<file path="src/rtl/interrupt_ack_sequencer.sv">
// -----------------------------------------------------------------------------
// interrupt_ack_sequencer
//
// Consumer side of the interrupt request register in an 8259-style PIC core.
// It masks the incoming IRR and applies fixed priority against the in-service
// register, with IR0 highest. It raises int_out to the CPU and runs the
// two-pulse INTA handshake. During the handshake it drives freeze and
// clear_IRR back into the request register, maintains the ISR, and presents
// the 8-bit vector during the second INTA pulse.
//
// Ports:
//   clk                         system clock
//   rst                         synchronous reset, active-low
//   interrupt_request_register  current IRR contents
//   interrupt_mask              IMR, 1 = masked
//   interrupt_vector_base       ICW2 T7..T3, upper five vector bits
//   auto_eoi_config             1 = automatic EOI at end of the second INTA
//   eoi_request                 one-cycle non-specific EOI pulse
//   inta_n                      CPU acknowledge, active-low, already synchronised
//   int_out                     interrupt request to the CPU
//   freeze                      holds the IRR steady during the acknowledge
//   clear_IRR                   one-cycle clear pulse for the acknowledged bit
//   in_service_register         ISR
//   vector_out                  interrupt vector
//   vector_out_en               vector valid / data-bus drive enable
// -----------------------------------------------------------------------------
module interrupt_ack_sequencer #(
    parameter int SPURIOUS_IRQ = 7
) (
    input  logic       clk,
    input  logic       rst,
    input  logic [7:0] interrupt_request_register,
    input  logic [7:0] interrupt_mask,
    input  logic [4:0] interrupt_vector_base,
    input  logic       auto_eoi_config,
    input  logic       eoi_request,
    input  logic       inta_n,
    output logic       int_out,
    output logic       freeze,
    output logic [7:0] clear_IRR,
    output logic [7:0] in_service_register,
    output logic [7:0] vector_out,
    output logic       vector_out_en
);

    typedef enum logic [2:0] {
        ST_IDLE  = 3'd0,
        ST_REQ   = 3'd1,
        ST_ACK1  = 3'd2,
        ST_WAIT2 = 3'd3,
        ST_ACK2  = 3'd4
    } state_t;

    // Isolates the lowest set bit as a one-hot value; zero stays zero.
    function automatic logic [7:0] lowest_onehot(input logic [7:0] v);
        return v & (~v + 8'd1);
    endfunction

    // Index of the lowest set bit; only meaningful when v is non-zero.
    function automatic logic [2:0] lowest_index(input logic [7:0] v);
        logic [2:0] idx;
        idx = 3'd0;
        for (int i = 7; i >= 0; i--) begin
            idx = v[i] ? 3'(i) : idx;
        end
        return idx;
    endfunction

    // Requests must be strictly higher priority (lower index) than the
    // highest-priority interrupt currently in service.
    function automatic logic [7:0] priority_window(input logic [7:0] isr);
        logic [7:0] window;
        if (isr == 8'h00) begin
            window = 8'hFF;
        end else begin
            window = lowest_onehot(isr) - 8'd1;
        end
        return window;
    endfunction

    state_t     state_q, state_d;
    logic       int_out_q, int_out_d;
    logic       freeze_q, freeze_d;
    logic [7:0] clear_irr_q, clear_irr_d;
    logic [7:0] isr_q, isr_d;
    logic [7:0] vector_q, vector_d;
    logic       vector_en_q, vector_en_d;
    logic [2:0] idx_q, idx_d;
    logic       spurious_q, spurious_d;
    logic       inta_n_q, inta_n_d;

    logic [7:0] pending_s;
    logic [7:0] eligible_s;
    logic [2:0] winner_s;
    logic       inta_fall_s;
    logic       inta_rise_s;
    logic [7:0] isr_set_s;
    logic [7:0] isr_clr_s;

    // Request qualification and INTA edge detection.
    always_comb begin
        pending_s   = interrupt_request_register & ~interrupt_mask;
        eligible_s  = pending_s & priority_window(isr_q);
        winner_s    = lowest_index(eligible_s);
        inta_fall_s = inta_n_q & ~inta_n;
        inta_rise_s = ~inta_n_q & inta_n;
    end

    // Handshake FSM next-state, output and ISR update logic.
    always_comb begin
        state_d     = state_q;
        int_out_d   = int_out_q;
        freeze_d    = freeze_q;
        clear_irr_d = 8'h00;
        vector_d    = vector_q;
        vector_en_d = vector_en_q;
        idx_d       = idx_q;
        spurious_d  = spurious_q;
        inta_n_d    = inta_n;
        isr_set_s   = 8'h00;
        isr_clr_s   = 8'h00;

        // A non-specific EOI retires the highest-priority in-service level.
        if (eoi_request) begin
            isr_clr_s = lowest_onehot(isr_q);
        end else begin
            isr_clr_s = 8'h00;
        end

        case (state_q)
            ST_IDLE: begin
                int_out_d = (eligible_s != 8'h00);
                if (eligible_s != 8'h00) begin
                    state_d = ST_REQ;
                end else begin
                    state_d = ST_IDLE;
                end
            end
            ST_REQ: begin
                // int_out stays up even if the request goes away; the CPU
                // has to be answered with a spurious vector in that case.
                if (inta_fall_s) begin
                    freeze_d  = 1'b1;
                    int_out_d = 1'b0;
                    state_d   = ST_ACK1;
                    if (eligible_s != 8'h00) begin
                        idx_d       = winner_s;
                        spurious_d  = 1'b0;
                        isr_set_s   = 8'd1 << winner_s;
                        clear_irr_d = 8'd1 << winner_s;
                    end else begin
                        idx_d      = 3'(SPURIOUS_IRQ);
                        spurious_d = 1'b1;
                    end
                end else begin
                    int_out_d = 1'b1;
                end
            end
            ST_ACK1: begin
                if (inta_rise_s) begin
                    state_d = ST_WAIT2;
                end else begin
                    state_d = ST_ACK1;
                end
            end
            ST_WAIT2: begin
                if (inta_fall_s) begin
                    state_d     = ST_ACK2;
                    vector_d    = {interrupt_vector_base, idx_q};
                    vector_en_d = 1'b1;
                end else begin
                    state_d = ST_WAIT2;
                end
            end
            ST_ACK2: begin
                if (inta_rise_s) begin
                    state_d     = ST_IDLE;
                    vector_en_d = 1'b0;
                    freeze_d    = 1'b0;
                    if (auto_eoi_config && !spurious_q) begin
                        isr_clr_s = isr_clr_s | (8'd1 << idx_q);
                    end else begin
                        isr_clr_s = isr_clr_s;
                    end
                end else begin
                    state_d = ST_ACK2;
                end
            end
            default: begin
                state_d     = ST_IDLE;
                int_out_d   = 1'b0;
                freeze_d    = 1'b0;
                vector_en_d = 1'b0;
            end
        endcase

        // Set is applied after the clear so that a coincident set wins.
        isr_d = (isr_q & ~isr_clr_s) | isr_set_s;
    end

    // State and output registers with synchronous active-low reset.
    always_ff @(posedge clk) begin
        if (!rst) begin
            state_q     <= ST_IDLE;
            int_out_q   <= 1'b0;
            freeze_q    <= 1'b0;
            clear_irr_q <= 8'h00;
            isr_q       <= 8'h00;
            vector_q    <= 8'h00;
            vector_en_q <= 1'b0;
            idx_q       <= 3'd0;
            spurious_q  <= 1'b0;
            inta_n_q    <= 1'b1;
        end else begin
            state_q     <= state_d;
            int_out_q   <= int_out_d;
            freeze_q    <= freeze_d;
            clear_irr_q <= clear_irr_d;
            isr_q       <= isr_d;
            vector_q    <= vector_d;
            vector_en_q <= vector_en_d;
            idx_q       <= idx_d;
            spurious_q  <= spurious_d;
            inta_n_q    <= inta_n_d;
        end
    end

    assign int_out             = int_out_q;
    assign freeze              = freeze_q;
    assign clear_IRR           = clear_irr_q;
    assign in_service_register = isr_q;
    assign vector_out          = vector_q;
    assign vector_out_en       = vector_en_q;

endmodule

</file>
<file path="config.mk">
export PLATFORM = sky130hd
export DESIGN_NAME = interrupt_ack_sequencer
export DESIGN_NICKNAME = d
export VERILOG_FILES = /design/src/rtl/interrupt_ack_sequencer.sv
export SDC_FILE = /design/constraint.sdc
export NUM_CORES = 1
export LEC_CHECK = 0
export BUFFER_PORTS_ARGS = -buffer_cell sky130_fd_sc_hd__buf_4
export CORE_ASPECT_RATIO = 0.7
export CORE_MARGIN = 3
export CORE_UTILIZATION = 53
export DETAILED_ROUTE_END_ITERATION = 16
export GPL_TIMING_DRIVEN = 0
export PLACE_DENSITY_LB_ADDON = 0.05
export SLEW_MARGIN = 20
export SYNTH_ARGS = -nofsm -noshare
export SYNTH_HDL_FRONTEND = slang
export SYNTH_SLANG_ARGS = --single-unit
</file>
<file path="constraint.sdc">
create_clock -name clk -period 5 [get_ports clk]
set_clock_uncertainty 0.05 [all_clocks]
set_input_delay 1 -clock clk [delete_from_list [all_inputs] [get_ports clk]]
set_output_delay 1 -clock clk [all_outputs]
set_load 0.01 [all_outputs]
</file>
==> metrics.yaml, run 1 <==
hold_viol_final: 0
startpoint: "interrupt_mask[7]"
worstReg2RegEnd: "in_service_register[3]$_SDFF_PN0_"
num_rows: 16
grt_max_degree: 12
vias: 1530
crit_type: "primary input to flip-flop"
place_ws_ns: 2.32
cp_data_arrival_time_ns: 2.59
p_leak_nw: 0.902
dieArea_sq_um: 3800
start_util: 0.572
ioPinCount: 53
intPower_mw: 0.430
synth_common_cells: "dfxtp_1 (35), nor2b_1 (17), nor2_1 (15)"
whs_ns: 0.395
ys_types: 48
synthArstFlopShare: 0
cts_resized: 0
comb_power_share: 0.156
synth_flop_cell: "dfxtp_1"
grt_overflow: 0
busiest_layer: "met2"
wl_per_cell_um: 14.7
stdcell_area_sq_um: 2160
synth_area_sq_um: 1640
timing.rr.start: "in_service_register[0]$_SDFF_PN0_"
yosysMostFrequentCell: "dfxtp_1"
yosys.area.top_type: "dfxtp_1"
synth_edf_count: 0
first_pass_iters: 5
synth-seq-area-share: 0.428
startpoint_type: "primary input"
track_usage: 0.219
use_met3: 0.0728
cts_tree: "done"
synthTopCellsByArea: "dfxtp_1 (43%), nor2b_1 (6.5%), mux2i_1 (4.9%)"
endpoint: "in_service_register[3]$_SDFF_PN0_"
worstPathMaxFanout: 7
yosysWarnings: 0
cts_made_buffers: 5
wl_um: 4040
drv_slew: 0
drc: 0
drt-vias-per-instance: 5.58
fp.dieH_um: 52.5
die-width_um: 72.4
drt_first_iter_violations: 182
hold_buffers: 0
synth_top_area_frac: 0.428
core_sq_um: 2860
netlist_instances: 178
min_period_ns: 2.43
slew_headroom: 0.591
use_met1: 0.306
p_switching_mw: 0.157
finalNonFillerCells: 274
fmax_mhz: 412
crit_required_ns: 5.16
hpwl_um: 3040
clkTransAtPathRegs_ns: 0.07
vdd_drop_max_mv: 0.213
p_sw_frac: 0.267
outcome: "complete, no violations"
antenna_found_initial: 0
pwr-share-seq: 0.507
setup_tns_ns: 0
drtAntennaViolNets: 0
dp_cells: 266
setup_viol: 0
fin_ws_ns: 2.57
syn-num-nets: 204
syn_area_per_cell_sq_um: 9.19
root_buffer: "clkbuf_8"
regToRegSetupSlack_ns: 2.85
grt_first_pass_wirelength_um: 6350
postCtsSetupBuffers: 0
ys_ff_latch: 35
cp-end-kind: "flip-flop"
gp_congestion: 0.915
port_buffers: 52
cap_violations: 0
placed_area_sq_um: 2070
use_met2: 0.317
num_antenna_cells: 0
nets: 263
min_period_over_period: 0.485
first_global_vias: 1362
cts_max_path_buffers: 2
cts_max_level: 2
p_per_area_nw_per_um2: 272
syn2layout_area_growth_pct: 31.8
p_clk_frac: 0.337
clk_latency_ns: 0.29
hold_path.class: "flip-flop to flip-flop"
drive_gt1_frac: 0.328
tightestPinTransition_ns: 0.607
rsz0062_at_grt: "false"
rr_worst_depth: 6
cts_sinks: 35
-- metal layers --
layer,part of all wire,vias to the layer above
met5,0,-
met4,0.014,0
met3,0.072,8
met2,0.44,60
met1,0.48,705
li1,-,757
-- power by group through the flow --
| stage | Combinational [mW] | Clock, mW | Sequential, mW |
|---|---|---|---|
| 2_1_floorplan | 0.0538 | 0 | 0.304 |
| 5_1_grt | 0.100 | 0.218 | 0.298 |
| 3_5_place_dp | 0.0909 | 0 | 0.303 |
| 4_1_cts | 0.0914 | 0.201 | 0.297 |
| 6_report | 0.0918 | 0.198 | 0.298 |
| 3_3_place_gp | 0.0880 | 0 | 0.303 |
-- stage by stage --
step	total power, mW	utilization
after CTS	0.590	0.753
after global routing	0.616	0.753
after detailed placement	0.394	0.724
after global placement	0.391	0.724
after floorplan	0.357	-
final	0.587	0.753
-- logic make-up after synthesis --
group,Yosys count,synth area share
simple gates,88,0.326
compound gates,37,0.164
flops,35,0.428
buf+inv,9,0.0268
mux,8,0.0489
xor+xnor,1,0.00535
-- worst max-delay path, stage by stage --
cell and delay (ns):
buf_4 0.11, nor4b_1 0.48, a21oi_1 0.18, o31ai_2 0.32
o211ai_2 0.28, o22ai_1 0.23
-- worst min path at each step --
stage,to,start,slack (ns),cells past startpoint
after floorplan,freeze$_SDFFE_PN0P_,freeze$_SDFFE_PN0P_,0.42,2
after global placement,freeze$_SDFFE_PN0P_,freeze$_SDFFE_PN0P_,0.38,2
after detailed placement,freeze$_SDFFE_PN0P_,freeze$_SDFFE_PN0P_,0.39,2
after CTS,freeze$_SDFFE_PN0P_,freeze$_SDFFE_PN0P_,0.40,2
after global routing,freeze$_SDFFE_PN0P_,freeze$_SDFFE_PN0P_,0.42,2
final,freeze$_SDFFE_PN0P_,freeze$_SDFFE_PN0P_,0.40,2
-- layout by cell type (no fill, tap or decap), types with 3 or more instances in the layout --
cell | netlist | layout
buf_4 | 2 | 54
o21ai_0 | 5 | 5
o211ai_1 | 4 | 4
o22ai_1 | 3 | 3
o2111ai_1 | 4 | 4
nor3b_1 | 5 | 5
nor3_1 | 5 | 5
clkbuf_8 | 0 | 5
nand2_1 | 12 | 12
clkbuf_1 | 2 | 3
nand3_1 | 5 | 5
mux2i_1 | 8 | 8
inv_1 | 3 | 3
nor2_1 | 15 | 15
dfxtp_1 | 35 | 35
nand2b_1 | 9 | 9
nor2b_1 | 17 | 17
a21oi_1 | 7 | 7
-- area by class of cell --
type	instances	area, sq um
Buffer	6	32.5
Clock buffer	6	72.6
Clock inverter	2	12.5
Fill cell	220	706
Inverter	3	11.3
Multi-Input combinational cell	134	892
Sequential cell	35	701
Tap cell	36	45.0
Timing Repair Buffer	52	390
-- sequential cells by signal (all words and copies together), names as in the netlist --
signal and cells:
in_service_register 8, spurious_q 1, vector_out_en 1, freeze 1, inta_n_q 1, clear_IRR 8, vector_out 8, state_q 3
idx_q 3, int_out 1
No activity file was read; power rests on OpenSTA's default activity.
==> run 2, diff against run 1 <==
- CORE_UTILIZATION: 53 -> 50
- clock period: 5 -> 2.5 ns (I/O delays scaled with it)
==> metrics.yaml, run 2 (same netlist as run 1, synthesis figures left out) <==
root_buffer: "clkbuf_8"
p_clk_frac: 0.318
grt_max_degree: 11
multi_input_area_sq_um: 892
hold_path.class: "flip-flop to flip-flop"
num_rows: 16
p_per_area_nw_per_um2: 535
cts_sinks: 35
dieArea_sq_um: 4010
clk_latency_ns: 0.28
track_usage: 0.230
start_util: 0.552
wl_met3_um: 468
num_antenna_cells: 0
cp-end-kind: "flip-flop"
grt_overflow: 0
core_sq_um: 2960
drt-vias-per-instance: 5.75
vdd_drop_max_mv: 0.313
min_period_over_period: 0.889
post-route-util: 0.724
setup_viol: 0
gp_congestion: 0.924
first_pass_iters: 4
crit_type: "flip-flop to flip-flop"
drc: 0
grt_first_pass_wirelength_um: 6810
setup_tns_ns: 0
cts_max_level: 2
cts_max_path_buffers: 2
cts_tree: "done"
startpoint_type: "flip-flop"
fp.dieH_um: 53.9
nets: 263
drt-met1-wl_um: 1790
p_switching_mw: 0.295
cts_resized: 0
outcome: "complete, no violations"
hold_viol_final: 0
drive_gt1_frac: 0.322
wl_um: 4080
port_buffers: 52
p_leak_nw: 0.898
fill_cells: 225
clkTransAtPathRegs_ns: 0.06
antenna_found_initial: 0
hpwl_um: 3050
intPower_mw: 0.852
drv_slew: 0
fmax_mhz: 450
first_global_vias: 1504
die-width_um: 74.4
drt_first_iter_violations: 203
cp_data_arrival_time_ns: 2.33
cts_made_buffers: 5
comb_power_share: 0.162
highest_layer: "met4"
syn2layout_area_growth_pct: 31.0
min_period_ns: 2.22
rsz0062_at_grt: "false"
hold_buffers: 0
cap_violations: 0
layout_common_cells: "buf_4 (54), dfxtp_1 (35), nor2b_1 (17), nor2_1 (15), nand2_1 (12)"
slew_headroom: 0.584
register_area_sq_um: 701
ioPinCount: 53
worstPathMaxFanout: 10
vias: 1564
postCtsSetupBuffers: 0
p_sw_frac: 0.257
drtAntennaViolNets: 0
route.met2.wl_um: 1750
crit_required_ns: 2.61
layout.cells.most_common: "buf_4"
wl_per_cell_um: 15.0
pwr-share-seq: 0.520
tightestPinTransition_ns: 0.618
## run 2: changes by cell type in the layout (fill, tap and decap cells not counted), sizes merged
cell | before | now
clkinv | 1 | 0
clkinvlp | 1 | 0
## run 2: final cells by class
class                   instances  area share
flip-flops and latches         35       0.327
repair buffers                 52       0.182
multi-input cells             134       0.416
plain buffers                   6      0.0152
clock buffers                   6      0.0338
well taps                      36      0.0210
inverters                       3     0.00525
## run 2: per-stage QoR
step	worst slack (ns)	hold WS (ns)	area (sq um)	total power, mW	std cells
floorplan	0.626	0.415	1640	0.715	178
global placement	0.340	0.381	2070	0.782	266
detailed placement	0.259	0.387	2070	0.789	266
CTS	0.350	0.394	2140	1.16	272
global route	0.148	0.398	2140	1.21	272
finish	0.276	0.391	2140	1.15	272
## run 2: metal layers
layer  up-vias  track usage
met5         -            0
met4         0       0.0917
met3        11       0.0821
met2        85        0.343
met1       709        0.304
li1        759            -
## run 2: worst max-delay path, cell delays in order, from the launching register on
cell     delay, ns
dfxtp_1       0.31
buf_4         0.16
nor4_1        0.56
nand3_1       0.20
o31ai_2       0.30
o211a_1       0.37
o22ai_1       0.14
## run 2: worst paths after layout
| check | from | endpoint | cells after the start | slack, ns |
|---|---|---|---|---|
| hold / removal | freeze$_SDFFE_PN0P_ | freeze$_SDFFE_PN0P_ | 2 | 0.39 |
| hold reg to reg | freeze$_SDFFE_PN0P_ | freeze$_SDFFE_PN0P_ | 2 | 0.39 |
| setup reg to reg | in_service_register[0]$_SDFF_PN0_ | in_service_register[2]$_SDFF_PN0_ | 6 | 0.28 |
| setup / recovery | in_service_register[0]$_SDFF_PN0_ | in_service_register[2]$_SDFF_PN0_ | 6 | 0.28 |
## run 2: power groups by stage
stage                     combinational (mW)  sequential, mW  clock (mW)
after floorplan                        0.108           0.607           0
after global placement                 0.176           0.606           0
after detailed placement               0.183           0.607           0
after CTS                              0.184           0.596       0.376
after global routing                   0.204           0.598       0.403
final                                  0.186           0.596       0.365
==> run 3, diff against run 2 <==
- CTS_BUF_LIST: default -> sky130_fd_sc_hd__clkbuf_16
- SKIP_LAST_GASP: default -> 1
==> metrics.yaml, run 3 (same netlist as run 1, synthesis figures left out) <==
hp-start: "freeze$_SDFFE_PN0P_"
cts_sinks: 35
grt_overflow: 0
fin_ws_ns: 0.288
slew_headroom: 0.585
layout.cells.most_common: "buf_4"
tightestPinTransition_ns: 0.617
clkTransAtPathRegs_ns: 0.05
drt_first_iter_violations: 176
cts_max_path_buffers: 2
grt_max_degree: 11
clk_latency_ns: 0.27
drc: 0
whs_ns: 0.389
cts_made_buffers: 5
start_util: 0.552
postCtsSetupBuffers: 0
hold_end: "freeze$_SDFFE_PN0P_"
track_usage: 0.223
hold_depth: 2
hpwl_um: 3050
setup_tns_ns: 0
root_buffer: "clkbuf_16"
drtAntennaViolNets: 0
fmax_mhz: 452
setup_viol: 0
p_per_area_nw_per_um2: 607
first_pass_iters: 4
outcome: "complete, no violations"
port_buffers: 52
cts_tree: "done"
place_ws_ns: 0.259
timing.rr.start: "in_service_register[0]$_SDFF_PN0_"
fill_cells: 215
vdd_drop_max_mv: 0.469
ioPinCount: 53
drv_slew: 0
wl_um: 4070
core_sq_um: 2960
crit_type: "flip-flop to flip-flop"
drive_gt1_frac: 0.322
dieArea_sq_um: 4010
worstReg2RegEnd: "in_service_register[2]$_SDFF_PN0_"
rsz0062_at_grt: "false"
wl_per_cell_um: 15.0
regToRegSetupSlack_ns: 0.29
syn2layout_area_growth_pct: 34.5
cp-end-kind: "flip-flop"
antenna_found_initial: 0
nets: 263
min_period_over_period: 0.885
fp.dieH_um: 53.9
hold_buffers: 0
stdcell_area_sq_um: 2200
die-width_um: 74.4
p_leak_nw: 0.927
num_rows: 16
first_global_vias: 1481
placed_area_sq_um: 2070
worstPathMaxFanout: 10
cap_violations: 0
hold_path.class: "flip-flop to flip-flop"
gp_congestion: 0.924
drt-vias-per-instance: 5.74
rr_worst_depth: 6
hold_viol_final: 0
cts_resized: 0
min_period_ns: 2.21
crit_required_ns: 2.59
cp_data_arrival_time_ns: 2.31
vias: 1560
layout_common_cells: "buf_4 (54), dfxtp_1 (35), nor2b_1 (17), nor2_1 (15), nand2_1 (12)"
startpoint_type: "flip-flop"
grt_first_pass_wirelength_um: 6670
cts_max_level: 2
num_antenna_cells: 0
-- run 3: power by group --
part           internal (mW)  switching [mW]
Sequential             0.577          0.0200
Combinational         0.0909          0.0948
Clock                  0.353           0.200
-- run 3: layout make-up --
type,count,area (sq um),area share
Multi-Input combinational cell,134,892,0.405
Clock inverter,1,3.75,0.00171
Tap cell,36,45.0,0.0205
Sequential cell,35,701,0.318
Clock buffer,5,125,0.0569
Inverter,3,11.3,0.00512
Timing Repair Buffer,52,390,0.177
Buffer,6,32.5,0.0148
-- run 3: worst max-delay path by stage --
| stage | start | end | slack (ns) | depth (start not counted) |
|---|---|---|---|---|
| finish | in_service_register[0]$_SDFF_PN0_ | in_service_register[2]$_SDFF_PN0_ | 0.29 | 6 |
| global route | in_service_register[0]$_SDFF_PN0_ | in_service_register[2]$_SDFF_PN0_ | 0.16 | 6 |
| CTS | in_service_register[0]$_SDFF_PN0_ | in_service_register[2]$_SDFF_PN0_ | 0.35 | 6 |
| detailed placement | interrupt_mask[7] | in_service_register[2]$_SDFF_PN0_ | 0.26 | 6 |
| global placement | interrupt_mask[7] | in_service_register[2]$_SDFF_PN0_ | 0.34 | 6 |
| floorplan | inta_n | in_service_register[4]$_SDFF_PN0_ | 0.63 | 4 |
-- run 3: layer usage --
metal	part of all wire	GRT usage
met4	0.016	0.101
met1	0.45	0.299
met5	0	0
met2	0.44	0.337
met3	0.091	0.0616
-- run 3: through the flow --
stage / total power [mW] / util / instances
final: 1.34 / 0.743 / 272
after global routing: 1.39 / 0.743 / 272
after CTS: 1.34 / 0.743 / 272
after detailed placement: 0.789 / 0.699 / 266
after global placement: 0.782 / 0.699 / 266
after floorplan: 0.715 / - / 178
-- run 3: worst max-delay path, cell delays in order (launching register included) --
cell and delay (ns):
dfxtp_1 0.31, buf_4 0.16, nor4_1 0.56, nand3_1 0.20, o31ai_2 0.30, o211a_1 0.36
o22ai_1 0.14
